**src/rtl/uart_pkg.sv**
```systemverilog
// Shared definitions for the host-side UART transmitter: FSM state encoding,
// default bit timing and the parity helper.
// Latency: n/a (package). Backpressure: n/a (package).
// Optional feature macro: UART_HOST_TX_PARITY_EN adds the PARITY state.
package uart_pkg;

   // 100 MHz core clock / 115200 baud.
   localparam int DEFAULT_BAUD_DIV = 868;

   // Baud counter width covers the full legal BAUD_DIV range (2..65535).
   localparam int BAUD_CNT_W = 16;

`ifdef UART_HOST_TX_PARITY_EN
   typedef enum logic [2:0] {
      IDLE   = 3'd0,
      START  = 3'd1,
      DATA   = 3'd2,
      PARITY = 3'd3,
      STOP   = 3'd4
   } tx_state_t;
`else
   // 8N1 framing: there is no parity state at all in this build.
   typedef enum logic [2:0] {
      IDLE   = 3'd0,
      START  = 3'd1,
      DATA   = 3'd2,
      STOP   = 3'd4
   } tx_state_t;
`endif

   // Even parity: the parity bit makes the total number of ones even.
   function automatic logic even_parity(input logic [7:0] d);
      return ^d;
   endfunction

endpackage

```
**src/rtl/uart_tx_fifo.sv**
```systemverilog
// Byte FIFO in front of the UART shifter: registered storage, full/empty, count.
// Latency: a pushed byte is visible at head the cycle after the accepting edge.
// Backpressure: push is ignored while full; full does not depend on a same-cycle pop.
// Ports: clk/reset (sync, active-high), push/push_data, pop, head (current
// oldest entry), full, empty, count (entries held, 0..DEPTH).
module uart_tx_fifo #(
   parameter int DEPTH = 8,
   parameter int WIDTH = 8
) (
   input  logic                     clk,
   input  logic                     reset,
   input  logic                     push,
   input  logic [WIDTH-1:0]         push_data,
   input  logic                     pop,
   output logic [WIDTH-1:0]         head,
   output logic                     full,
   output logic                     empty,
   output logic [$clog2(DEPTH):0]   count
);

   localparam int AW = $clog2(DEPTH);
   localparam int CW = AW + 1;

   logic [WIDTH-1:0] mem [DEPTH];
   logic [AW-1:0]    wr_ptr;
   logic [AW-1:0]    rd_ptr;
   logic             push_ok;
   logic             pop_ok;

   assign full    = (count == CW'(DEPTH));
   assign empty   = (count == '0);
   assign push_ok = push && !full;
   assign pop_ok  = pop && !empty;
   assign head    = mem[rd_ptr];

   // DEPTH is a power of two, so the pointers wrap by plain overflow.
   always_ff @(posedge clk) begin
      if (reset) begin
         wr_ptr <= '0;
         rd_ptr <= '0;
         count  <= '0;
      end else begin
         if (push_ok) begin
            mem[wr_ptr] <= push_data;
            wr_ptr      <= wr_ptr + 1'b1;
         end
         if (pop_ok) begin
            rd_ptr <= rd_ptr + 1'b1;
         end
         case ({push_ok, pop_ok})
            2'b10:   count <= count + 1'b1;
            2'b01:   count <= count - 1'b1;
            default: count <= count;
         endcase
      end
   end

endmodule

```
**src/rtl/uart_host_tx.sv**
```systemverilog
// Host-side UART transmitter: FIFO-buffered bytes serialised LSB first, 8N1 or 8E1.
// Latency: tx falls 2 cycles after the first accepting edge; frames back to back.
// Backpressure: in_ready = FIFO not full; bytes offered while full are ignored.
// Ports: clk, reset (sync, active-high), in_valid/in_data/in_ready (byte input),
// tx (registered serial line, idle high), busy, fifo_count (bytes queued).
// Build option: define UART_HOST_TX_PARITY_EN for an even-parity bit (8E1).
module uart_host_tx
   import uart_pkg::*;
#(
   parameter int BAUD_DIV   = DEFAULT_BAUD_DIV,
   parameter int FIFO_DEPTH = 8
) (
   input  logic                          clk,
   input  logic                          reset,
   input  logic                          in_valid,
   input  logic [7:0]                    in_data,
   output logic                          in_ready,
   output logic                          tx,
   output logic                          busy,
   output logic [$clog2(FIFO_DEPTH):0]   fifo_count
);

   localparam logic [BAUD_CNT_W-1:0] BAUD_RELOAD = BAUD_CNT_W'(BAUD_DIV - 1);

   tx_state_t             state;
   logic [BAUD_CNT_W-1:0] baud_cnt;
   logic [2:0]            bit_idx;
   logic [7:0]            shift_reg;
   logic                  line_active;
   logic                  bit_end;
   logic                  fifo_pop;
   logic                  fifo_full;
   logic                  fifo_empty;
   logic [7:0]            fifo_head;

   uart_tx_fifo #(
      .DEPTH (FIFO_DEPTH),
      .WIDTH (8)
   ) u_fifo (
      .clk       (clk),
      .reset     (reset),
      .push      (in_valid),
      .push_data (in_data),
      .pop       (fifo_pop),
      .head      (fifo_head),
      .full      (fifo_full),
      .empty     (fifo_empty),
      .count     (fifo_count)
   );

   assign in_ready = !fifo_full;
   assign bit_end  = (baud_cnt == '0);

   // A byte leaves the FIFO either when idle or exactly at the end of a stop
   // bit, which is what keeps consecutive frames gap-free.
   assign fifo_pop = !fifo_empty &&
                     ((state == IDLE) || ((state == STOP) && bit_end));

   // tx is registered from the current state, so the line trails the state by
   // one cycle; every state lasts BAUD_DIV cycles, so every bit on the line
   // does too. line_active covers that trailing cycle so busy stays high until
   // the last stop-bit cycle has actually been driven.
   assign busy = (state != IDLE) || (fifo_count != '0) || line_active;

   always_ff @(posedge clk) begin
      if (reset) begin
         state       <= IDLE;
         tx          <= 1'b1;
         baud_cnt    <= '0;
         bit_idx     <= '0;
         shift_reg   <= '0;
         line_active <= 1'b0;
      end else begin
         line_active <= (state != IDLE);
         case (state)
            IDLE: begin
               tx <= 1'b1;
               if (fifo_pop) begin
                  shift_reg <= fifo_head;
                  baud_cnt  <= BAUD_RELOAD;
                  state     <= START;
               end
            end

            START: begin
               tx <= 1'b0;
               if (bit_end) begin
                  baud_cnt <= BAUD_RELOAD;
                  bit_idx  <= '0;
                  state    <= DATA;
               end else begin
                  baud_cnt <= baud_cnt - 1'b1;
               end
            end

            DATA: begin
               tx <= shift_reg[bit_idx];
               if (bit_end) begin
                  baud_cnt <= BAUD_RELOAD;
                  if (bit_idx == 3'd7) begin
`ifdef UART_HOST_TX_PARITY_EN
                     state <= PARITY;
`else
                     state <= STOP;
`endif
                  end else begin
                     bit_idx <= bit_idx + 1'b1;
                  end
               end else begin
                  baud_cnt <= baud_cnt - 1'b1;
               end
            end

`ifdef UART_HOST_TX_PARITY_EN
            PARITY: begin
               tx <= even_parity(shift_reg);
               if (bit_end) begin
                  baud_cnt <= BAUD_RELOAD;
                  state    <= STOP;
               end else begin
                  baud_cnt <= baud_cnt - 1'b1;
               end
            end
`endif

            STOP: begin
               tx <= 1'b1;
               if (bit_end) begin
                  baud_cnt <= BAUD_RELOAD;
                  if (fifo_pop) begin
                     shift_reg <= fifo_head;
                     state     <= START;
                  end else begin
                     state <= IDLE;
                  end
               end else begin
                  baud_cnt <= baud_cnt - 1'b1;
               end
            end

            default: begin
               tx    <= 1'b1;
               state <= IDLE;
            end
         endcase
      end
   end

endmodule

```
**config.mk**
```make
export PLATFORM = sky130hd
export DESIGN_NAME = uart_host_tx
export DESIGN_NICKNAME = d
export VERILOG_FILES = /design/src/rtl/uart_pkg.sv /design/src/rtl/uart_tx_fifo.sv /design/src/rtl/uart_host_tx.sv
export SDC_FILE = /design/constraint.sdc
export NUM_CORES = 1
export LEC_CHECK = 0
export BUFFER_PORTS_ARGS = -buffer_cell sky130_fd_sc_hd__buf_4
export CORE_MARGIN = 4
export CORE_UTILIZATION = 35
export DETAILED_ROUTE_END_ITERATION = 8
export PLACE_DENSITY = 0.62
export SYNTH_ARGS = -nofsm -noshare
export SYNTH_HDL_FRONTEND = slang
export SYNTH_SLANG_ARGS = --single-unit
```
**constraint.sdc**
```tcl
create_clock -name clk -period 4 [get_ports clk]
set_input_delay 0.4 -clock clk [delete_from_list [all_inputs] [get_ports clk]]
set_output_delay 0.4 -clock clk [all_outputs]
set_load 0.005 [all_outputs]
```
* Yosys cells after proc, flatten, opt, wreduce, memory -nomap -nowiden
Memory sizes are Yosys's and may differ from the RTL's. A register that Yosys moved wholly into a read port is not among the register bits.
Cells that the tools add are included.
** Storage, ports and cells
- Bits in registers :: 42
- Bits in writable memories :: 64
- Input bits :: 11
- Word-level logic and storage cells :: 79
- Memories :: 1
** Operators by class
- $add $sub $neg :: 6
- $lt $le $gt $ge :: 1
- Equality and inequality tests :: 13
- Muxes and demuxes :: 26
- Reduce and logical (&&, ||, !) cells :: 23
** Memories
- u_fifo.mem :: depth 8, width 8, rd ports 1, clocked after Yosys merged registers in 1, write ports 1, line uart_tx_fifo.sv:24 : logic [WIDTH-1:0] mem [DEPTH];
** Operators with widths (count)
- $mux W16 :: 2
- $pmux W16 S2 :: 1
- $mux W3 :: 10
- $logic_not A16 Y1 :: 1
- $mux W8 :: 2
- $pmux W8 S2 :: 1
- $sub A16 B1 Y16 const B :: 1
- $pmux W3 S4 :: 1
- $ne A2 B2 Y1 const B :: 5
- $add A3 B1 Y3 const B :: 3
- $pmux W4 S2 :: 1
- $reduce_bool A2 Y1 :: 4
- $eq A3 B3 Y1 const B :: 2
- $pmux W3 S2 :: 1
- $mux W1 :: 5
- $reduce_and A5 Y1 :: 1
- $add A4 B1 Y4 const B :: 1
- $eq A4 B4 Y1 const B :: 1
- $logic_and A1 B1 Y1 :: 4
- $logic_not A4 Y1 :: 1
- $lt A3 B4 Y1 const B :: 1
- $reduce_and A2 Y1 :: 2
- $reduce_and A4 Y1 :: 1
- $reduce_bool A4 Y1 :: 1
- other kinds (13) :: 16

* Longest topological paths before layout
- Depth in word-level cells :: 7
- Mapped depth :: 13
- Depth with buffers taken out :: 12

* Hierarchy
A second synthesis with hierarchy kept.
** Unflattened totals
- Cells, all modules :: 367
- Area total of the unflattened synthesis :: 4926.0 um2
** Modules (own cells, without submodules)
- uart_tx_fifo :: times used 1, cells each 169, area each 3119.2 um2, sequential area each 2182.1 um2
- uart_host_tx :: times used 1, cells each 198, area each 1806.7 um2, sequential area each 640.6 um2

* Least setup slack after synthesis
No wires, ideal clock.
- Path type :: register to register
- Start :: reg baud_cnt[0]
- End :: reg u_fifo.count[3]
- Data arrival time :: 2.883 ns
- Slack :: 1.046 ns
- Cell stages (with the launch flop) :: 14
- Buffers on the path :: 1
- Cell sequence :: dfxtp_1 > inv_1 > ha_1 > nor3b_2 > nand4_2 > a2111oi_4 > buf_6 > ha_1 > ha_1 > a21o_1 > a21oi_1 > xnor2_1 > or3_1 > a21oi_1
** On the way
- Cells in the longest elaborated chain, start to end :: 7
** Ends and longest elaborated chain
- from (decl) :: line uart_host_tx.sv:26 : logic [BAUD_CNT_W-1:0] baud_cnt;
- from (signal assigned) :: line uart_host_tx.sv:92 : baud_cnt <= baud_cnt - 1'b1;
- from (signal assigned) :: line uart_host_tx.sv:110 : baud_cnt <= baud_cnt - 1'b1;
- from (signal assigned) :: line uart_host_tx.sv:137 : baud_cnt <= baud_cnt - 1'b1;
- $logic_not A16 Y1 * :: line uart_host_tx.sv:52 : assign bit_end = (baud_cnt == '0);
- $logic_and A1 B1 Y1 * :: line uart_host_tx.sv:57 : ((state == IDLE) || ((state == STOP) && bit_end));
- $logic_or A1 B1 Y1 * :: line uart_host_tx.sv:57
- $logic_and A1 B1 Y1 * :: line uart_host_tx.sv:56 : assign fifo_pop = !fifo_empty &&
- $logic_and A1 B1 Y1 * :: line uart_tx_fifo.sv:33 : assign pop_ok = pop && !empty;
- net u_fifo.pop_ok :: line uart_tx_fifo.sv:28 : logic pop_ok;
- $eq A2 B1 Y1 / $eq A2 B2 Y1 (equally long branches) :: line uart_tx_fifo.sv:50 : case ({push_ok, pop_ok})
- $pmux W4 S2 / $reduce_bool A2 Y1 (equally long branches)
- to (signal assigned) :: line uart_tx_fifo.sv:51 : 2'b10: count <= count + 1'b1;
- to (signal assigned) :: line uart_tx_fifo.sv:52 : 2'b01: count <= count - 1'b1;
- to (signal assigned) :: line uart_tx_fifo.sv:53 : default: count <= count;
- to (decl) :: line uart_tx_fifo.sv:18 : output logic [$clog2(DEPTH):0] count
Mark *: on every way through the listed nets, which the timed path passes. The rest lies on a longest branch.
A chain may end at the register's enable or synchronous reset.

* Final worst setup path
- Start :: reg baud_cnt[0]
- End :: reg u_fifo.count[3]
** On the way
- Cells in the longest elaborated chain, start to end :: 7
** Ends and longest elaborated chain (line)
- $logic_not A16 Y1 * :: uart_host_tx.sv:52
- $logic_and A1 B1 Y1 * :: uart_host_tx.sv:57
- $logic_or A1 B1 Y1 * :: uart_host_tx.sv:57
- $logic_and A1 B1 Y1 * :: uart_host_tx.sv:56
- $logic_and A1 B1 Y1 * :: uart_tx_fifo.sv:33
- $eq A2 B1 Y1 / $eq A2 B2 Y1 (equally long branches) :: uart_tx_fifo.sv:50
- $pmux W4 S2 / $reduce_bool A2 Y1 (equally long branches)
Every way passes the cells marked *; elsewhere a longest branch is shown, timed or not.

==> flow_summary.ini <==
[timing]
max_slew_margin_pct = 39.0
period_share_pct = 75.1
tns_ns = 0
clock_skew_ns = 0.00791
finalMaxSlewViolations = 0
fmax_ghz = 0.333
worst_pin_slew_ns = 0.912
min_period_ns = 3.00
hold_violations = 0
finalSetupViolCount = 0
rsz0062_at_grt = no

[routing]
vias_per_cell = 4.94
first_iter_violations = 95
wl_per_cell_um = 15.4
via_count = 2642
drtAntennaViolNets = 0
wirelength_mm = 8.22
drt_pre_antenna_iters = 4
drcViolationCount = 0

[synthesis]
yosysTopAreaCell = edfxtp_1
syn_avg_cell_area_sq_um = 13.7
synth_top_area_share_pct = 41.3
postSynth.asyncResetShare_pct = 0
netlist_instances = 339
yosysSeqAreaShare_pct = 60.7
synth_edf_count = 64
synth.cell_area_sq_um = 4650
netlist_top_cells_area = edfxtp_1 41%, dfxtp_1 19%, mux4_2 8.7%
ys_ff_latch = 109
synth_nets = 359
synth_flop_cell = edfxtp_1
ys_types = 46
yosys_warnings = 0

[grt]
grt_first_pass_wirelength_mm = 13.7
grt_usage_pct = 12.0
grt_max_degree = 41
antenna_found_initial = 0
grt.met3_usage_pct = 3.43
grt_overflow = 0
grt_use_met1_pct = 14.9
grt_pass1_vias = 2657
grt.met2_usage_pct = 19.9
top_usage_layer = met2

[setup_path]
worstPathBufferInverterCount = 1
start_kind = flop
crit_chain = inv_1 > ha_1 > nor3b_2 > nand4_2 > a2111oi_4 > ha_1 > ha_1 > a21o_1 > a21oi_1 > xnor2_1 > or3_1 > a21oi_1
crit_type = flop to flop
slowest_delay_ns = 0.41
cpMaxStageDelayCell = a2111oi_4
cp_top_family = compound AO/OA/AOI/OAI gates
crit_required_ns = 4.28
crit_fanout = 5
endpoint_kind = flop
cpMostUsedCell = ha_1
worstPathArrival_ns = 3.28

[floorplanning]
rows = 41
core_sq_um = 12800
num_io_pins = 18
die_area_sq_um = 15200
die_w_um = 123
initial_core_util_pct = 36.3
die_h_um = 123

[clock_tree]
cts.reportedPaths.clkPinSlew_ns = 0.08
clock_path_buffers = 2
cts_hold_buf = 0
clock_latency_ns = 0.35
cts_tree = yes
clockRootBuffer = clkbuf_16
cts_resized = 0
numClockSinks = 109
htreeDepth = 3
cts_buffers = 9
post_cts_buffers = 0

[placed_design]
port-buffer-count = 17
gp_congestion = 0.782
dp_hpwl_mm = 5.23

[power]
p_total_mw = 3.32
p_clk_share_pct = 26.0
cellInternalPower_mw = 2.23
power_frac_comb_pct = 29.5
p_leak_nw = 1.78
seqPwrFrac_pct = 44.4
switching_share_pct = 33.0
switchingPower_mw = 1.10
ir_drop_v = 0.000386
power.density_nw_per_um2 = 629

[cells_and_area]
area_growth_pct = 13.6
multi_input_area_sq_um = 1740
drive_gt1_share_pct = 22.3
final_nets = 378
num_antenna_cells = 0
layout_commonest_cell = edfxtp_1
final_cell_mix = 64 x edfxtp_1, 45 x dfxtp_1, 43 x nor2_1
ff_latch_area_sq_um = 2820
nFillCells = 1192
utilization_pct = 41.2
largest_reg_flops = 64

[job]
max_cap_violations = 0

[hold_path]
hold_class = primary input to flop

[outcome]
status = finished, final reports clean
-- cell type report --
type,instances,share of cell area (%)
clock buffers,10,4.34
clock inverters,6,1.16
inverters,6,0.426
multi-input cells,207,33.0
flip-flops and latches,109,53.4
well taps,172,4.07
repair buffers,25,3.55
-- cells in the mapped netlist, drive strengths merged (2+ instances only) --
cell and count:
a211oi 10, a21o 3, a21oi 16, and3 2, buf 10, clkbuf 7, dfxtp 45, edfxtp 64
ha 8, inv 6, mux2i 9, mux4 18, nand2 15, nand2b 2, nand3 8, nand3b 5
nand4 3, nor2 43, nor3 7, nor4 8, nor4b 4, o21a 2, o21ai 5, or2 3
or3 2, or4 3, xnor2 7, xor2 13
-- power groups by stage --
stage	Clock, mW	Combinational (mW)	Sequential, mW
after global routing	0.944	1.12	1.50
after CTS	0.896	0.997	1.48
after floorplan	0	0.848	1.44
final	0.865	0.982	1.48
after global placement	0	0.971	1.50
after detailed placement	0	0.986	1.50
-- per-layer routing --
layer	up-vias	routed length, um	part of all wire [%]
li1	1304	-	-
met1	1297	3670	45
met2	32	4160	51
met3	9	264	3.2
met4	0	128	1.6
met5	-	0	0
-- per-stage QoR --
step | area (sq um) | instances | hold slack (ns) | setup slack (ns)
global route | 5280 | 535 | 0.267 | 0.741
finish | 5280 | 535 | 0.275 | 0.997
CTS | 5280 | 535 | 0.264 | 0.990
global placement | 4990 | 519 | 0.473 | 1.15
floorplan | 4650 | 339 | 0.454 | 1.05
detailed placement | 4990 | 519 | 0.503 | 1.03
-- logic make-up (layout without fill, tap and decap cells) --
family,after synthesis,in the layout,synth area share [%]
buffers and inverters,23,47,2.34
xor gates and xnor gates,20,20,3.77
muxes,28,28,10.9
and+or+nand+nor,110,110,12.9
adders and majority gates,10,10,2.80
AOI/OAI and AO/OA,39,39,6.54
DFF,109,109,60.7
-- final timing paths --
| path | slack (ns) | endpoint | start | depth (start not counted) |
|---|---|---|---|---|
| hold / removal | 0.27 | u_fifo.mem[0][2] | in_data[2] | 1 |
| hold reg to reg | 0.51 | u_fifo.wr_ptr[0] | u_fifo.wr_ptr[0] | 2 |
| setup reg to reg | 1.0 | u_fifo.count[3] | baud_cnt[0] | 12 |
| setup / recovery | 1.0 | u_fifo.count[3] | baud_cnt[0] | 12 |
-- worst reg2reg max path, stage by stage, from the launching register on --
cell and delay [ns]:
dfxtp_1 0.35, inv_1 0.07, ha_1 0.16, nor3b_2 0.31, nand4_2 0.24, a2111oi_4 0.41, ha_1 0.26, ha_1 0.24
a21o_1 0.17, a21oi_1 0.19, xnor2_1 0.11, or3_1 0.30, a21oi_1 0.14
No activity file was read; power rests on OpenSTA's default activity.
